## src/rtl/word_packer_pkg.sv

```systemverilog
// Shared types and sizing helpers for the word packer.
// Optional frame counter is enabled by defining WORD_PACKER_FRAME_CNT_EN.
package word_packer_pkg;

    // FILL collects words; WAIT holds a complete frame until the output register frees up
    typedef enum logic {
        FILL = 1'b0,
        WAIT = 1'b1
    } state_e;

    // Width of the word counter for a frame of n_words words
    function automatic int cnt_width(input int n_words);
        return (n_words > 1) ? $clog2(n_words) : 1;
    endfunction

    // Width of a packed frame
    function automatic int frame_width(input int n_words, input int nb_data);
        return n_words * nb_data;
    endfunction

endpackage

```

## src/rtl/word_packer_out_reg.sv

```systemverilog
// Output frame register with valid/ready handshake.
// With WORD_PACKER_FRAME_CNT_EN defined it also counts consumed frames.
module word_packer_out_reg #(
    parameter int FW = 128
) (
    input  logic          clock,
    input  logic          reset,
    input  logic          i_load,
    input  logic [FW-1:0] i_frame,
    input  logic          i_ready,
    output logic          o_can_load,
    output logic [FW-1:0] o_data,
`ifdef WORD_PACKER_FRAME_CNT_EN
    output logic [15:0]   o_frame_cnt,
`endif
    output logic          o_valid
);

    logic [FW-1:0] data_q, data_d;
    logic          valid_q, valid_d;
    logic          drain;

    assign drain      = valid_q & i_ready;
    assign o_can_load = ~valid_q | i_ready;
    assign o_data     = data_q;
    assign o_valid    = valid_q;

    // Load a new frame, or clear valid once the consumer has taken the current one
    always_comb begin
        // NOTE: every always_comb output gets a default first so no path can infer a latch.
        data_d  = data_q;
        valid_d = valid_q;
        if (i_load) begin
            data_d  = i_frame;
            valid_d = 1'b1;
        end else if (drain) begin
            valid_d = 1'b0;
        end
    end

    // Output register state
    always_ff @(posedge clock or negedge reset) begin
        // NOTE: sequential state uses non-blocking assignments so all flops update together.
        if (!reset) begin
            data_q  <= '0;
            valid_q <= 1'b0;
        end else begin
            data_q  <= data_d;
            valid_q <= valid_d;
        end
    end

`ifdef WORD_PACKER_FRAME_CNT_EN
    logic [15:0] frame_cnt_q, frame_cnt_d;

    // Count consumed frames, wrapping naturally at 16 bits
    always_comb begin
        frame_cnt_d = frame_cnt_q + 16'(drain);
    end

    // Frame counter register
    always_ff @(posedge clock or negedge reset) begin
        if (!reset) frame_cnt_q <= '0;
        else        frame_cnt_q <= frame_cnt_d;
    end

    assign o_frame_cnt = frame_cnt_q;
`endif

endmodule

```

## src/rtl/word_packer.sv

```systemverilog
// Packs a stream of signed words into frames of N_WORDS words, word k at
// bits [(k+1)*NB_DATA-1 -: NB_DATA], so words 2j/2j+1 form multiplier pair j.
// Optional o_frame_cnt port is enabled by defining WORD_PACKER_FRAME_CNT_EN.
module word_packer
    import word_packer_pkg::*;
#(
    parameter int N_WORDS = 16,
    parameter int NB_DATA = 8
) (
    input  logic                       clock,
    input  logic                       reset,
    input  logic [NB_DATA-1:0]         i_data,
    input  logic                       i_valid,
    output logic                       o_ready,
    input  logic                       i_clear,
    output logic [N_WORDS*NB_DATA-1:0] o_data,
    output logic                       o_valid,
`ifdef WORD_PACKER_FRAME_CNT_EN
    output logic [15:0]                o_frame_cnt,
`endif
    input  logic                       i_ready
);

    localparam int CNT_W = cnt_width(N_WORDS);
    localparam int FW    = frame_width(N_WORDS, NB_DATA);

    state_e            state_q, state_d;
    logic [CNT_W-1:0]  cnt_q, cnt_d;
    logic [FW-1:0]     fill_q, fill_d;
    logic [FW-1:0]     frame_next;
    logic [FW-1:0]     load_frame;
    logic              load;
    logic              can_load;
    logic              last_word;

    assign last_word = (cnt_q == CNT_W'(N_WORDS - 1));

    // Fill buffer with the incoming word dropped into its slot
    always_comb begin
        frame_next = fill_q;
        frame_next[cnt_q*NB_DATA +: NB_DATA] = i_data;
    end

    // Next-state, counter, fill buffer and handoff to the output register
    always_comb begin
        state_d    = state_q;
        cnt_d      = cnt_q;
        fill_d     = fill_q;
        load       = 1'b0;
        load_frame = fill_q;
        o_ready    = (state_q == FILL) & ~i_clear;

        if (i_clear) begin
            // Abort wins over an incoming word and over a pending WAIT handoff
            state_d = FILL;
            cnt_d   = '0;
            fill_d  = '0;
        end else begin
            case (state_q)
                FILL: begin
                    if (i_valid) begin
                        cnt_d  = cnt_q + CNT_W'(1);
                        fill_d = frame_next;
                        if (last_word) begin
                            if (can_load) begin
                                load       = 1'b1;
                                load_frame = frame_next;
                            end else begin
                                state_d = WAIT;
                            end
                        end
                    end
                end
                WAIT: begin
                    if (can_load) begin
                        load    = 1'b1;
                        state_d = FILL;
                    end
                end
                default: state_d = FILL;
            endcase
        end
    end

    // FSM state, word counter and fill buffer
    always_ff @(posedge clock or negedge reset) begin
        if (!reset) begin
            state_q <= FILL;
            cnt_q   <= '0;
            fill_q  <= '0;
        end else begin
            state_q <= state_d;
            cnt_q   <= cnt_d;
            fill_q  <= fill_d;
        end
    end

    word_packer_out_reg #(
        .FW (FW)
    ) u_out_reg (
        .clock       (clock),
        .reset       (reset),
        .i_load      (load),
        .i_frame     (load_frame),
        .i_ready     (i_ready),
        .o_can_load  (can_load),
        .o_data      (o_data),
`ifdef WORD_PACKER_FRAME_CNT_EN
        .o_frame_cnt (o_frame_cnt),
`endif
        .o_valid     (o_valid)
    );

endmodule

```

## config.mk

```make
export PLATFORM = sky130hd
export DESIGN_NAME = word_packer
export DESIGN_NICKNAME = d
export VERILOG_FILES = /design/src/rtl/word_packer_pkg.sv /design/src/rtl/word_packer_out_reg.sv /design/src/rtl/word_packer.sv
export SDC_FILE = /design/constraint.sdc
export NUM_CORES = 1
export LEC_CHECK = 0
export CORE_MARGIN = 4
export CORE_UTILIZATION = 55
export CTS_BUF_LIST = sky130_fd_sc_hd__clkbuf_4 sky130_fd_sc_hd__clkbuf_8
export DETAILED_ROUTE_END_ITERATION = 6
export PLACE_DENSITY = 0.82
export SYNTH_ARGS = -nofsm -noshare
export SYNTH_HDL_FRONTEND = slang
export SYNTH_HIERARCHICAL = 1
export SYNTH_SLANG_ARGS = --single-unit
```

## constraint.sdc

```tcl
create_clock -name clock -period 4.3 [get_ports clock]
set_clock_uncertainty 0.15 [all_clocks]
set_input_delay 0.86 -clock clock [delete_from_list [all_inputs] [get_ports clock]]
set_output_delay 0.86 -clock clock [all_outputs]
set_load 0.02 [all_outputs]
```

==> results.toml <==
[run_status]
status = "finished, final reports clean"

[cts]
cts.sinks = 262
cts_resized = 0
post-cts-setup-buffers = 0
cts_buffers = 42
clock-root-buffer = "clkbuf_8"
holdBufCountCts = 0
clk_path_buf_depth = 3
path_clk_slew_ps = 60
cts_tree = "yes"
ctsHtreeMaxLevel = 2
clk_latency_ps = 540

[grt]
antenna_found_initial = 0
grt_pass1_vias = 9124
grt_use_total = 0.258
grt-ovfl-total = 0
grt_pass1_wl_mm = 50.7
grt_max_degree = 87

[power_and_ir_drop]
clkPwrFrac = 0.462
seq_power_share = 0.483
p_leak_nw = 6.67
pwr-share-comb = 0.055
peakVddDrop_mv = 0.203
switchingPower_mw = 1.21
swShare = 0.237
p_int_mw = 3.91
powerDensity_nw_per_um2 = 349

[synth]
synth_area_per_cell_um2 = 12.4
synthCells = 975
ys_warn_count = 6
syn_area_um2 = 12100
syn-num-nets = 993
synth_cell_types = 47
ys_ff_latch = 262
synth-seq-area-share = 0.542

[setup_path]
critPathCapture = "o_ready"
reg2reg_from = "cnt_q[2]$_DFFE_PN0P_"
critPathKind = "input pin to output port"
cp-end-kind = "output port"
cpLargestDelayFamily = "buffers and inverters"
cp_slowest_cell = "clkdlybuf4s50_1"
cp-start-kind = "input pin"
worst-path-max-fanout = 38
crit_buf_inv = 3
critical_path_required_ps = 3290
crit_chain = "clkdlybuf4s50_1 -> buf_4 -> nor2_1 -> clkdlybuf4s50_1"
r2r-end = "u_out_reg/o_data[81]$_DFFE_PN0P_"
r2r_slack_ps = 760
cp_common_cell = "clkdlybuf4s50_1"
critPathArrivalTime_ps = 2570
reg2reg_depth = 8
worstSetupStartpoint = "i_clear"
path_depth = 4
slowest_delay_ps = 560

[sta]
hold_viol = 0
min_period_ps = 3580
fmax_ghz = 0.280
maxSlewViolCount = 0
slew_headroom = 0.339
whs_ps = 156
tns_ps = 0
setup_viol = 0
rsz0062_at_grt = "no"
period_share = 0.832
tightest_slew_ps = 989

[final_layout]
antenna_cells = 0
layout.nets = 1137
n_fill_cell = 1538
area_growth_pct = 21.3
drive_gt1_frac = 0.253

[routing]
highest_layer = "met4"
drc_errors = 0
wl_per_cell_um = 22.2
first_pass_iters = 6
met2_length_mm = 14.0
final_antenna_net_count = 0
vias_per_cell = 6.27
vias = 8932
drt_wl_total_mm = 31.6
drt-met1-wl_mm = 13.7
dr_wl_met3_mm = 3.05
dr.first_iter.drc_count = 928

[placed_design]
place_congestion = 0.929
io_buffers = 142
hpwl_mm = 21.0

[floorplanning]
row_count = 53
start_util = 0.567
die_w_um = 156
die_y_um = 156
core_area_um2 = 21400
die_area_um2 = 24400
num_io_pins = 143

[hold_path]
hold_class = "input pin to async pin"

[run]
maxCapViolations = 0
-- logic make-up (layout without fill, tap and decap cells) --
| family | after synthesis | in the layout | share of synthesized area |
|---|---|---|---|
| DFF | 262 | 262 | 0.542 |
| AOI/OAI and AO/OA | 244 | 244 | 0.153 |
| muxes | 208 | 208 | 0.191 |
| and+or+nand+nor | 165 | 165 | 0.0692 |
| buffers and inverters | 88 | 262 | 0.0365 |
| adders and majority gates | 5 | 5 | 0.00517 |
| xor gates and xnor gates | 3 | 3 | 0.00279 |
-- synthesized netlist by cell type (all sizes together) --
| cell type | count | area (µm²) |
|---|---|---|
| a21o | 2 | 15.0 |
| ha | 5 | 62.6 |
| and2 | 14 | 87.6 |
| clkbuf | 37 | 140 |
| nand3 | 12 | 72.6 |
| nor2 | 39 | 146 |
| a211oi | 2 | 15.0 |
| nand4 | 5 | 31.3 |
| inv | 27 | 101 |
| nor3 | 4 | 20.0 |
| nand2b | 6 | 37.5 |
| o32ai | 16 | 140 |
| xor2 | 1 | 8.76 |
| nand2 | 49 | 184 |
| nor2b | 9 | 56.3 |
| and3 | 16 | 100 |
| or3b | 1 | 8.76 |
| a22o | 111 | 972 |
| mux2i | 23 | 230 |
| a2111oi | 8 | 159 |
| buf | 24 | 200 |
| mux2 | 185 | 2080 |
| a21oi | 6 | 30.0 |
| nor4 | 2 | 27.5 |
| nor3b | 2 | 15.0 |
| a41oi | 1 | 8.76 |
| a31oi | 12 | 75.1 |
| o21bai | 1 | 7.51 |
| nand3b | 1 | 7.51 |
| or3 | 1 | 6.26 |
| nor4b | 1 | 15.0 |
| o211ai | 2 | 15.0 |
| or2 | 2 | 12.5 |
| and4 | 1 | 8.76 |
| o21ai | 83 | 415 |
| dfrtp | 262 | 6560 |
| xnor2 | 2 | 25.0 |
-- sequential cells by signal, indices dropped and copies added (netlist names) --
signal,cells
u_out_reg/o_data,128
u_out_reg/o_valid,1
cnt_q,4
state_q,1
fill_q,128
-- worst reg2reg max path, stage by stage (launching register included) --
cell	delay, ps
dfrtp_1	660
nor3_1	110
ha_1	380
inv_1	170
nand2_1	290
buf_4	310
a2111oi_4	790
mux2i_1	240
mux2_2	320
-- cell usage in the layout, fill, tap and decap left out, types with 9 or more instances in the layout --
cell type	instances
a31oi_1	12
clkdlybuf4s50_1	141
nor2_1	39
nand2_1	49
and3_1	16
nor2b_1	9
o21ai_0	83
a22o_1	111
buf_4	16
clkbuf_8	62
and2_1	14
mux2i_1	23
nand3_1	11
dfrtp_1	262
inv_1	27
o32ai_1	16
mux2_2	183
-- metrics by stage --
stage	instance area, µm²	cells	utilization	setup WS, ps	power, mW
4_1_cts	14700	1424	0.687	761	5.15
3_5_place_dp	13700	1350	0.642	585	2.80
6_report	14700	1424	0.687	723	5.12
2_1_floorplan	12100	975	-	1130	2.66
5_1_grt	14700	1424	0.687	567	5.29
3_3_place_gp	13700	1350	0.642	665	2.79
-- how the worst min path moves through the flow --
stage               cells after the start                   start  slack [ps]                          endpoint
floorplan                               1  fill_q[35]$_DFFE_PN0P_         310            fill_q[35]$_DFFE_PN0P_
global placement                        1  fill_q[79]$_DFFE_PN0P_         330            fill_q[79]$_DFFE_PN0P_
detailed placement                      1   fill_q[9]$_DFFE_PN0P_         330             fill_q[9]$_DFFE_PN0P_
CTS                                     1                   reset         190  u_out_reg/o_data[78]$_DFFE_PN0P_
global route                            1                   reset         220  u_out_reg/o_data[78]$_DFFE_PN0P_
finish                                  1                   reset         160  u_out_reg/o_data[78]$_DFFE_PN0P_
-- metal layers --
layer	global-route usage	vias up
met2	0.379	507
met3	0.0611	86
li1	-	3897
met4	0.0810	0
met5	0	-
met1	0.385	4442
-- cell type report --
class	instances	area (µm²)	area share
Tap cell	275	344	0.0235
Sequential cell	262	6560	0.447
Inverter	27	101	0.00691
Timing Repair Buffer	161	1610	0.110
Clock buffer	68	898	0.0612
Multi-Input combinational cell	625	5100	0.348
Clock inverter	6	57.6	0.00392
-- power groups by stage --
stage                     Combinational (mW)  Sequential [mW]  Clock, mW
after detailed placement               0.278             2.52          0
after floorplan                        0.142             2.52          0
final                                  0.284             2.47       2.37
after CTS                              0.280             2.47       2.39
after global placement                 0.275             2.52          0
after global routing                   0.310             2.47       2.51
No activity file was read; power rests on OpenSTA's default activity.
==> RTL edit: new RTL, config.mk and constraints unchanged <==
Change the parameter `NB_DATA` from 8 to 12.
--- a/src/rtl/word_packer.sv
+++ b/src/rtl/word_packer.sv
@@ -5,7 +5,7 @@
     import word_packer_pkg::*;
 #(
     parameter int N_WORDS = 16,
-    parameter int NB_DATA = 8
+    parameter int NB_DATA = 12
 ) (
     input  logic                       clock,
     input  logic                       reset,
Ports: changed (resized i_data and o_data); port bits go from 143 to 211. No check against the original RTL was run, so the function may have changed too.
==> RTL edit against the original RTL <==
  * Die area rose by 64%
  * Global-route usage rose by 4.6 points
  * Hold slack improved by 0.0081 ns
  * Worst setup slack got worse by 0.57 ns
  * Design area rose by 69%
  * Via count rose by 78%
  * Area after synthesis rose by 68%
  * Power rose by 60%
  * Combinational power rose to 3.5 times the old value
  * Utilization fell by 0.63 points
  * Sequential cell count rose by 128
  * Maximum frequency fell by 14%
  * Wire length rose by 96%
  * Critical path type is now reg -> reg
==> RTL edit: results <==
{
  "cp_top_family": "simple AND/OR/NAND/NOR gates",
  "synth_ff_type": "dfrtp_1",
  "place.port_buffers": 210,
  "cts-root-buf": "clkbuf_8",
  "grt_pass1_wl_um": 97100,
  "cts.clk_slew.worst_paths_ns": 0.08,
  "clkLatencyLatePin_ns": 0.63,
  "synth_common_cells": "dfrtp_1, mux2_2, nor2_1, mux2i_1, nand2_1",
  "wl_met3_um": 4340,
  "wl_met2_um": 29000,
  "dr.max_layer_used": "met4",
  "fillerInstances": 2658,
  "cts_buffers": 66,
  "min_path_type": "in -> async",
  "path_max_fanout": 16,
  "crit_slowest_cell": "ha_1",
  "antenna_found_initial": 0,
  "syn_nets": 1785,
  "p_leak_uw": 0.0118,
  "status": "complete, no violations",
  "ir_drop_uv": 251,
  "worst_slew_pin_slew_ns": 1.09,
  "dpl-instance-area_um2": 23400,
  "dr.pass1.iters": 6,
  "final_nets": 2071,
  "slowest_delay_ns": 0.46,
  "ys_async_sr_fraction": 1.00,
  "met1_length_um": 26800,
  "vias": 15872,
  "synth_area_leaders": "dfrtp_1, mux2_2, mux2i_1",
  "place_congestion": 1.01,
  "antenna_cells": 0,
  "synth_cell_type_count": 85,
  "grt_use_total": 0.305,
  "cts_htree_levels": 3,
  "dp_hpwl_um": 44100,
  "totalWireLength_um": 62000,
  "ys_seq_area_frac": 0.480,
  "clockBufferDepth": 3,
  "worstPathArrival_ns": 4.48,
  "drtAntennaViolNets": 0,
  "netlist_instances": 1760,
  "grt_max_degree": 158,
  "ys_warn_count": 6,
  "drtIter0Drc": 1454,
  "grt_pass1_vias": 16507,
  "drive_gt1_frac": 0.316
}
==> RTL edit: routing by layer <==
layer | vias to the layer above | GRT usage
li1 | 6995 | -
met3 | 121 | 0.0575
met5 | - | 0
met1 | 8065 | 0.426
met2 | 691 | 0.485
met4 | 0 | 0.101
==> RTL edit: final cells by class <==
cell class	instances	area, um^2	share of cell area
sequential	390	9760	0.393
multi-input combinational	1243	10000	0.402
tap	468	586	0.0236
timing repair buffer	323	3040	0.122
clock inverter	12	103	0.00413
inverter	22	82.6	0.00332
clock buffer	105	1290	0.0518
==> RTL edit: logic make-up after synthesis <==
| family | count (synthesis) | share of synthesized area |
|---|---|---|
| DFF | 390 | 0.480 |
| muxes | 506 | 0.272 |
| and+or+nand+nor | 486 | 0.119 |
| xor gates and xnor gates | 8 | 0.00418 |
| buffers and inverters | 127 | 0.0328 |
| adders and majority gates | 8 | 0.00492 |
| AOI/OAI and AO/OA | 235 | 0.0873 |
==> RTL edit: path summary, 6_finish.rpt <==
| check | slack [ns] | to | start | cells past startpoint |
|---|---|---|---|---|
| hold reg to reg | 0.34 | fill_q[18] | fill_q[18] | 1 |
| setup / recovery | 0.16 | u_out_reg/o_data[124] | cnt_q[1] | 13 |
| min in group clock | 0.34 | fill_q[18] | fill_q[18] | 1 |
| max in group asynchronous | 2.86 | fill_q[174] | reset | 2 |
| hold / removal | 0.16 | fill_q[75] | reset | 1 |
| setup reg to reg | 0.16 | u_out_reg/o_data[124] | cnt_q[1] | 13 |
==> RTL edit: report_power, final <==
group	switching (uW)	internal, uW	total, uW
registers	4.81	3680	3680
logic	733	262	995
clock network	1540	1970	3500
==> RTL edit: through the flow <==
stage               utilization  total power [uW]  std cells  worst slack [ns]
floorplan                     -              4240       1760            0.0415
global placement          0.641              4700       2446             0.103
detailed placement        0.641              4710       2446            0.0558
CTS                       0.679              8200       2563            0.0339
global route              0.681              8470       2563             0.103
finish                    0.681              8180       2563             0.156
==> RTL edit: what timing repair did <==
item | CTS | global route
setup buffers | 0 | 0
gates resized for setup | 0 | 10
hold endpoints to repair | 0 | 0
setup endpoints to repair | 0 | 46
